### config.mk
export PLATFORM = sky130hd
export DESIGN_NAME = led_sequencer
export DESIGN_NICKNAME = d
export VERILOG_FILES = /design/src/rtl/led_seq_pkg.sv /design/src/rtl/button_debounce.sv /design/src/rtl/led_sequencer.sv
export SDC_FILE = /design/constraint.sdc
export NUM_CORES = 1
export LEC_CHECK = 0
export ABC_AREA = 1
export CORE_ASPECT_RATIO = 1.25
export CORE_MARGIN = 2
export CORE_UTILIZATION = 45
export DETAILED_ROUTE_END_ITERATION = 10
export PLACE_DENSITY_LB_ADDON = 0.05
export SYNTH_ARGS = -nofsm -noshare
export SYNTH_HDL_FRONTEND = slang
export SYNTH_SLANG_ARGS = --single-unit
### constraint.sdc
create_clock -name clock -period 1.5 [get_ports clock]
set_clock_uncertainty 0.05 [all_clocks]
set_input_delay 0.3 -clock clock [delete_from_list [all_inputs] [get_ports clock]]
set_output_delay 0.3 -clock clock [all_outputs]
set_load 0.02 [all_outputs]
### src/rtl/led_seq_pkg.sv
// Shared types and helpers for the push-button LED sequencer.
// Width helpers stay function-based so each instance sizes from its own parameters.
package led_seq_pkg;

  typedef enum logic {
    ST_IDLE = 1'b0,
    ST_RUN  = 1'b1
  } seq_state_t;

  localparam int unsigned MIN_CNT_W = 1;

  // Bits needed to hold values 0..n-1, never less than one bit.
  function automatic int cnt_width(input int unsigned n);
    return (n < 2) ? MIN_CNT_W : $clog2(n);
  endfunction

  function automatic int pos_width(input int unsigned num_leds);
    return cnt_width(num_leds);
  endfunction

  // Active-low drive for channel ch: low only for the lit channel while running.
  function automatic logic led_bit(input logic run, input int unsigned idx,
                                   input int unsigned ch);
    return !(run && (idx == ch));
  endfunction

endpackage

### src/rtl/button_debounce.sv
// Raw active-low button to clean level plus a one-cycle press pulse.
// Level only flips after DEBOUNCE_CYCLES consecutive disagreeing samples.
module button_debounce
  import led_seq_pkg::*;
#(
  parameter int unsigned DEBOUNCE_CYCLES = 50000
) (
  input  logic clock,
  input  logic reset,
  input  logic button_n,
  output logic level,
  output logic press
);

  localparam int unsigned CNT_W = cnt_width(DEBOUNCE_CYCLES);
  localparam logic [CNT_W-1:0] CNT_LAST = CNT_W'(DEBOUNCE_CYCLES - 1);

  logic             sync_0;
  logic             sync_1;
  logic             level_q;
  logic [CNT_W-1:0] count;

  always_ff @(posedge clock) begin
    if (reset) begin
      sync_0  <= 1'b0;
      sync_1  <= 1'b0;
      level   <= 1'b0;
      level_q <= 1'b0;
      count   <= '0;
    end else begin
      sync_0  <= ~button_n;
      sync_1  <= sync_0;
      level_q <= level;
      if (sync_1 == level) begin
        count <= '0;
      end else if (count == CNT_LAST) begin
        level <= sync_1;
        count <= '0;
      end else begin
        count <= count + CNT_W'(1);
      end
    end
  end

  // Rising edge of the accepted level only; releases stay silent.
  assign press = level & ~level_q;

endmodule

### src/rtl/led_sequencer.sv
// One-hot active-low LED sequencer with manual step, clear and timed auto-advance.
//
//   state   | meaning
//   --------+-----------------------------------------------
//   ST_IDLE | all LEDs off, position held at 0
//   ST_RUN  | LED[position] lit, advances on step or tick
module led_sequencer
  import led_seq_pkg::*;
#(
  parameter int unsigned NUM_LEDS        = 3,
  parameter int unsigned DEBOUNCE_CYCLES = 50000,
  parameter int unsigned AUTO_PERIOD     = 12000000
) (
  input  logic                        clock,
  input  logic                        reset,
  input  logic                        push_button0_n,
  input  logic                        push_button1_n,
  input  logic                        push_button2_n,
  output logic [NUM_LEDS-1:0]         led_n,
  output logic                        active,
  output logic [$clog2(NUM_LEDS)-1:0] position,
  output logic                        auto_mode
);

  localparam int unsigned POS_W  = pos_width(NUM_LEDS);
  localparam int unsigned TICK_W = cnt_width(AUTO_PERIOD);
  localparam logic [POS_W-1:0]  POS_LAST  = POS_W'(NUM_LEDS - 1);
  localparam logic [TICK_W-1:0] TICK_LAST = TICK_W'(AUTO_PERIOD - 1);

  logic [2:0]        unused_levels;
  logic              step_press;
  logic              clear_press;
  logic              toggle_press;

  seq_state_t        state;
  seq_state_t        nxt_state;
  logic [POS_W-1:0]  nxt_pos;
  logic              nxt_auto;
  logic [TICK_W-1:0] tick_count;
  logic [TICK_W-1:0] nxt_tick;
  logic              tick;
  logic              advance;

  button_debounce #(.DEBOUNCE_CYCLES(DEBOUNCE_CYCLES)) u_step (
    .clock    (clock),
    .reset    (reset),
    .button_n (push_button0_n),
    .level    (unused_levels[0]),
    .press    (step_press)
  );

  button_debounce #(.DEBOUNCE_CYCLES(DEBOUNCE_CYCLES)) u_clear (
    .clock    (clock),
    .reset    (reset),
    .button_n (push_button1_n),
    .level    (unused_levels[1]),
    .press    (clear_press)
  );

  button_debounce #(.DEBOUNCE_CYCLES(DEBOUNCE_CYCLES)) u_toggle (
    .clock    (clock),
    .reset    (reset),
    .button_n (push_button2_n),
    .level    (unused_levels[2]),
    .press    (toggle_press)
  );

  assign tick    = auto_mode && (tick_count == TICK_LAST);
  // A step and a tick landing together still make a single advance.
  assign advance = step_press || tick;

  always_comb begin
    nxt_state = state;
    nxt_pos   = position;
    nxt_auto  = auto_mode;
    nxt_tick  = tick_count;
    if (clear_press) begin
      nxt_state = ST_IDLE;
      nxt_pos   = '0;
      nxt_auto  = 1'b0;
      nxt_tick  = '0;
    end else if (toggle_press) begin
      nxt_auto = ~auto_mode;
      nxt_tick = '0;
    end else begin
      if (!auto_mode || advance) begin
        nxt_tick = '0;
      end else begin
        nxt_tick = tick_count + TICK_W'(1);
      end
      if (advance) begin
        if (state == ST_IDLE) begin
          nxt_state = ST_RUN;
          nxt_pos   = '0;
        end else if (position == POS_LAST) begin
          nxt_pos = '0;
        end else begin
          nxt_pos = position + POS_W'(1);
        end
      end
    end
  end

  // Outputs are registered from the next-state values so they move with the state.
  always_ff @(posedge clock) begin
    if (reset) begin
      state      <= ST_IDLE;
      position   <= '0;
      auto_mode  <= 1'b0;
      tick_count <= '0;
      active     <= 1'b0;
      led_n      <= '1;
    end else begin
      state      <= nxt_state;
      position   <= nxt_pos;
      auto_mode  <= nxt_auto;
      tick_count <= nxt_tick;
      active     <= (nxt_state == ST_RUN);
      for (int ch = 0; ch < NUM_LEDS; ch++) begin
        led_n[ch] <= led_bit(nxt_state == ST_RUN, 32'(nxt_pos), unsigned'(ch));
      end
    end
  end

endmodule
### Yosys cells after proc, flatten, opt, wreduce, memory -nomap -nowiden

Index checks and enable logic that the tools add are counted.

| word-level totals | value |
|---|---|
| word-level logic and storage cells | 75 |
| output and inout bits | 7 |
| input bits | 5 |
| register bits after elaboration | 91 |

| operators by class | value |
|---|---|
| muxes and demuxes | 8 |
| reductions and logical operators | 19 |
| bitwise operators | 13 |
| equality and inequality tests | 10 |
| add/subtract/negate cells | 5 |

Operators with widths:

| cell | number |
|---|---|
| $add 16x1->16 const B | 3 |
| $eq 16x16->1 const B | 3 |
| $add 24x1->24 const B | 1 |
| $eq 24x24->1 const B | 1 |
| $mux 2 | 5 |
| $not 1->1 | 10 |
| $reduce_or 3->1 | 3 |
| $reduce_and 2->1 | 3 |
| $eq 2x2->1 const B | 2 |
| $logic_and 1x1->1 | 4 |
| $logic_not 1->1 | 4 |
| $reduce_or 4->1 | 1 |
| $and 1x1->1 | 3 |
| $eq 1x1->1 | 3 |
| $mux 1 | 3 |
| $add 2x1->2 const B | 1 |
| $eq 2x1->1 const B | 1 |
| $logic_not 2->1 | 1 |
| $logic_or 1x1->1 | 2 |
| $reduce_or 2->1 | 1 |

### Logic depth before layout (Yosys ltp)

| logic depth | value |
|---|---|
| depth after elaboration | 9 |
| depth in mapped cells | 11 |
| gate-level depth less buffers | 11 |

### Hierarchy

Synthesis repeated with hierarchy kept, for this count alone.

| second synthesis, totals | value |
|---|---|
| cells, all modules | 599 |
| area total of the unflattened synthesis | 4367.9 um^2 |

By module, submodules not included:

| module | sequential area each (um^2) | cells each | area an instance (um^2) | instances |
|---|---|---|---|---|
| button_debounce | 400.4 | 127 | 927.1 | 3 |
| led_sequencer | 620.6 | 218 | 1586.5 | 1 |

### Worst setup path after synthesis

Ideal clock, no wire load.

| path | value |
|---|---|
| path kind | register to register |
| start | reg tick_count[0] |
| end | reg led_n[0] |
| slack | -26 ps |
| required time | 1328 ps |
| cell stages (with the launch flop) | 11 |
| arrival | 1354 ps |
| library setup time | 122 ps |
| clock period less this slack | 1526 ps |
| buffers on the path | 0 |
| cell sequence | dfxtp_1 ha_1 nand2_2 nor2_4 nand2_2 nor2_2 nand2_2 nand2_4 nand2_4 a21oi_4 nand3_1 |

| on the way | value |
|---|---|
| cells in the longest elaborated chain, start to end | 9 |
| elaborated cells on any way between the ends | 12 |
| those cells by class | eq/ne: 1; mux: 6; reduce/logical: 5 |

Ends and longest elaborated chain:

| element | RTL line | source |
|---|---|---|
| start, declared | led_sequencer.sv:39 | `logic [TICK_W-1:0] tick_count;` |
| start signal, assigned | led_sequencer.sv:117 | `tick_count <= nxt_tick;` |
| $eq 24x24->1 (*) | led_sequencer.sv:68 | `assign tick = auto_mode && (tick_count == TICK_LAST);` |
| $logic_and 1x1->1 (*) | led_sequencer.sv:68 |  |
| $logic_or 1x1->1 (*) | led_sequencer.sv:70 | `assign advance = step_press \|\| tick;` |
| $mux 2 | led_sequencer.sv:91 | `if (advance) begin` |
| $mux 2 | led_sequencer.sv:82 | `end else if (toggle_press) begin` |
| $mux 2 | led_sequencer.sv:77 | `if (clear_press) begin` |
| $logic_not 2->1 | led_seq_pkg.sv:24 | `return !(run && (idx == ch));` |
| $logic_and 1x1->1 (*) | led_seq_pkg.sv:24 |  |
| $logic_not 1->1 (*) | led_seq_pkg.sv:24 |  |
| end signal, assigned by index | led_sequencer.sv:120 | `led_n[ch] <= led_bit(nxt_state == ST_RUN, 32'(nxt_pos), unsigned'(ch));` |
| end, declared | led_sequencer.sv:19 | `output logic [NUM_LEDS-1:0] led_n,` |

Mark *: on every way between the ends. The rest lies on a longest branch, timed or not.
A chain may end at the register's enable or synchronous reset.

### Worst setup path after layout

Same ends and word-level chain as after synthesis.

==> key figures <==
Clock tree
  • CTS Sinks: 91
  • CTS tree: yes
  • Root buffer cell: clkbuf_16
  • Worst skew pair latency: ~0.33 ns
  • CTS Hold Bufs: 0
  • CTS buffer count: 9
  • Clock-pin transition on the worst setup and hold timing paths: roughly 0.06 ns
  • H-tree depth: 3
  • Max clock buf depth: 2

STA
  • Setup ws final: -0.0443 ns
  • Final hold viol count: 0
  • Max Clock Freq: between 600 and 700 MHz
  • Final setup fails: 6
  • Worst-Margin Slew: approximately 0.28 ns
  • Worst slew margin: 81.2%
  • Unrepaired setup endpoints after global routing: yes
  • Final min period: 1.54 ns
  • Final period utilization: 103%
  • Max Slew Vio Count: 0
  • Hold WS: about 0.36 ns
  • Fin Setup TNS: -0.142 ns

Finish
  • Most frequent cells in the layout: nand2_1, nor2_1, inv_1, dfxtp_1, buf_4
  • Core Util, Final: about 63%
  • Share of cells above drive strength 1: 31.2%
  • Synth-to-Final Area Change: 35.9%
  • Multi-input logic area: ~2400 µm²
  • Layout Nets: roughly 650
  • Sequential cell area: approximately 1900 µm²
  • # diodes: 0
  • Final instance area: about 5700 µm²
  • Final std cells w/o fill: about 770
  • Fillers: about 820
  • Most common cell after layout, fill and taps aside: nand2_1

GRT
  • Met1 usage in global routing: a little over a fifth
  • Gr busiest metal: met2
  • Met3 Track Usage GR: 3.18%
  • All-Layer GR Usage: 18.4%
  • First-pass GRT wire length: between 15,000 and 20,000 µm
  • Met2 usage: about a third
  • Number of global-route vias before repair: between 3,000 and 4,000
  • Initial antenna violation count: 0
  • Total gr overflow: 0
  • Largest net degree at the start of global routing: 17

Yosys
  • Register bit count reported by yosys: approximately 90
  • Syn Area/Cell: 7.39 µm²
  • Yosys warns: 0
  • Mapped Cells: 565
  • Synthesized cell area: around 4200 µm²
  • Yosys cell types: 36
  • Syn Nets: 574
  • Post-synthesis sequential area ratio: a little over two fifths

Critical path
  • Worst path most repeated cell: nand2_4
  • CP top delay family: simple AND/OR/NAND/NOR gates
  • Flop-to-flop setup slack: -0.04 ns
  • Crit end category: flip-flop
  • Critical Path Source Type: flip-flop
  • CP max FO: 5
  • Worst path max stage delay: 0.36 ns
  • Slowest cell on crit path: dfxtp_4
  • Crit-path cells: ha_4 -> nand2_4 -> nor2_4 -> nand2_4 -> nor2_4 -> nand2_4 -> nand2_4 -> nand2_4 -> a21oi_4 -> nand3_1
  • WP buf/inv: 0
  • Worst R2R Path Depth: 10
  • Critical Setup Path Class: flip-flop to flip-flop
  • Crit path required time: roughly 1.7 ns
  • Data arrival time of the critical path: approximately 1.7 ns
  • WP depth: 10

Routing
  • DRT Pass-1 Iters: 4
  • DRT iter0 DRCs: around 110
  • Final WL: just over 9000 µm
  • Post-route DRC: 0
  • Post-route ant nets: 0
  • Vias: around 3,800
  • Routed len/inst: roughly 12 µm
  • Via-to-Cell Ratio: slightly below 5

Status
  • Status: finished with violations
  • Failing checks: negative setup slack

Power
  • Static leakage: around 2.1 nW
  • PwrDens: between 800 and 900 nW/µm²
  • Total power: between 4 and 5 mW
  • Maximum vdd ir drop: ~0.62 mV

Placement
  • Dpl ws: -0.237 ns
  • Placed insts: 733
  • Final HPWL from detailed placement: 6230 µm
  • IO Port Bufs: 11
  • Cell area after placement: around 4700 µm²
  • RePlAce Congestion: 0.848

Floorplan
  • Core area: between 9000 and 10,000 µm²
  • # rows: 39
  • Die X-Extent: around 90 µm
  • Io pins: 12
  • Initial Util: a little under half
  • Die area: a little over 10,000 µm²
  • Die Y-Extent: between 100 and 150 µm

Worst hold path
  • Type of the most critical hold path: flip-flop to flip-flop
  • Hold Crit Depth: 2

Run
  • Max Cap Violations: 0
[Yosys cell counts]
cell      count  area share [%]
nand3_2       7             1.7
nor2_2        9             1.3
nand4_1      11             1.6
nand3b_1      1            0.18
nand2_4       2            0.54
clkbuf_1      1           0.090
inv_2         1           0.090
xnor2_1       6             1.3
buf_2         1            0.12
a21oi_1      36             4.3
nand4_2       1            0.30
or2_2         9             1.3
dfxtp_1      91              44
inv_1        76             6.8
or2_0         5            0.75
nor3_2        2            0.48
nor2_4        3            0.81
a21oi_4       1            0.39
o21ai_2       1            0.21
nor2_1       94             8.5
a31oi_1       4            0.60
nor3_1       24             2.9
o211ai_1      1            0.18
o21a_1        2            0.36
nand2_2       6            0.90
buf_4         2            0.36
nor3b_1       9             1.6
o21ai_0       5            0.60
nand3_1      31             3.7
a211oi_1      1            0.18
and3_1        2            0.30
nand2_1      97             8.7
ha_1          4             1.2
buf_6         2            0.54
xor2_1       14             2.9
nor4_1        3            0.45
[logic make-up (layout without fill, tap and decap cells)]
kind of cell / Yosys count / count (layout) / synth area share, %
AND/OR/NAND/NOR: 316 / 316 / 36.1
flip-flops: 91 / 91 / 43.6
buffers and inverters: 83 / 163 / 8.03
AO/OA/AOI/OAI: 51 / 51 / 6.83
XOR/XNOR: 20 / 20 / 4.20
adder cells (fa/ha/maj): 4 / 4 / 1.20
[worst min-delay path: stages (launching register included)]
cell and delay (ns):
dfxtp_1 0.30, inv_1 0.04, nor2_1 0.03
[power breakdown]
part           total (mW)  internal (mW)  leakage [nW]  switching [mW]
logic              0.0793         0.0394          1.19          0.0399
clock network        2.24           1.29         0.135           0.952
registers            2.42           2.42         0.746         0.00624
[repair_timing]
| action | 4_1_cts | 5_1_grt |
|---|---|---|
| setup buffers | 10 | 9 |
| endpoints found under the hold margin | 0 | 0 |
| gates resized for setup | 46 | 96 |
| pin swaps | 17 | 23 |
| cloned | 0 | 1 |
| setup endpoints to repair | 65 | 65 |
[registers in the layout, summed over array words and instances, names as in the netlist, 2 cells and up]
name and count:
led_n 3, position 2, tick_count 24, u_clear.count 16, u_step.count 16, u_toggle.count 16
[area by class of cell]
class / count / area share, %
multi-input combinational: 391 / 43.1
timing repair buffer: 70 / 11.1
clock inverter: 6 / 1.17
tap: 123 / 2.71
inverter: 77 / 5.09
sequential: 91 / 32.8
clock buffer: 10 / 4.04
[final timing paths]
| kind | startpoint | to |
|---|---|---|
| worst max-delay path | tick_count[0] | led_n[0] |
| worst min-delay path | u_toggle.sync_0 | u_toggle.sync_1 |
| worst max register to register | tick_count[0] | led_n[0] |
| worst min register to register | u_toggle.sync_0 | u_toggle.sync_1 |
[per-layer routing]
layer	wire length, µm	part of all wire (%)	vias to the layer above
met5	0	0	-
met2	4860	53	41
met4	148	1.6	0
met3	202	2.2	16
li1	-	-	1956
met1	4030	44	1738
No activity file was read; power rests on OpenSTA's default activity.
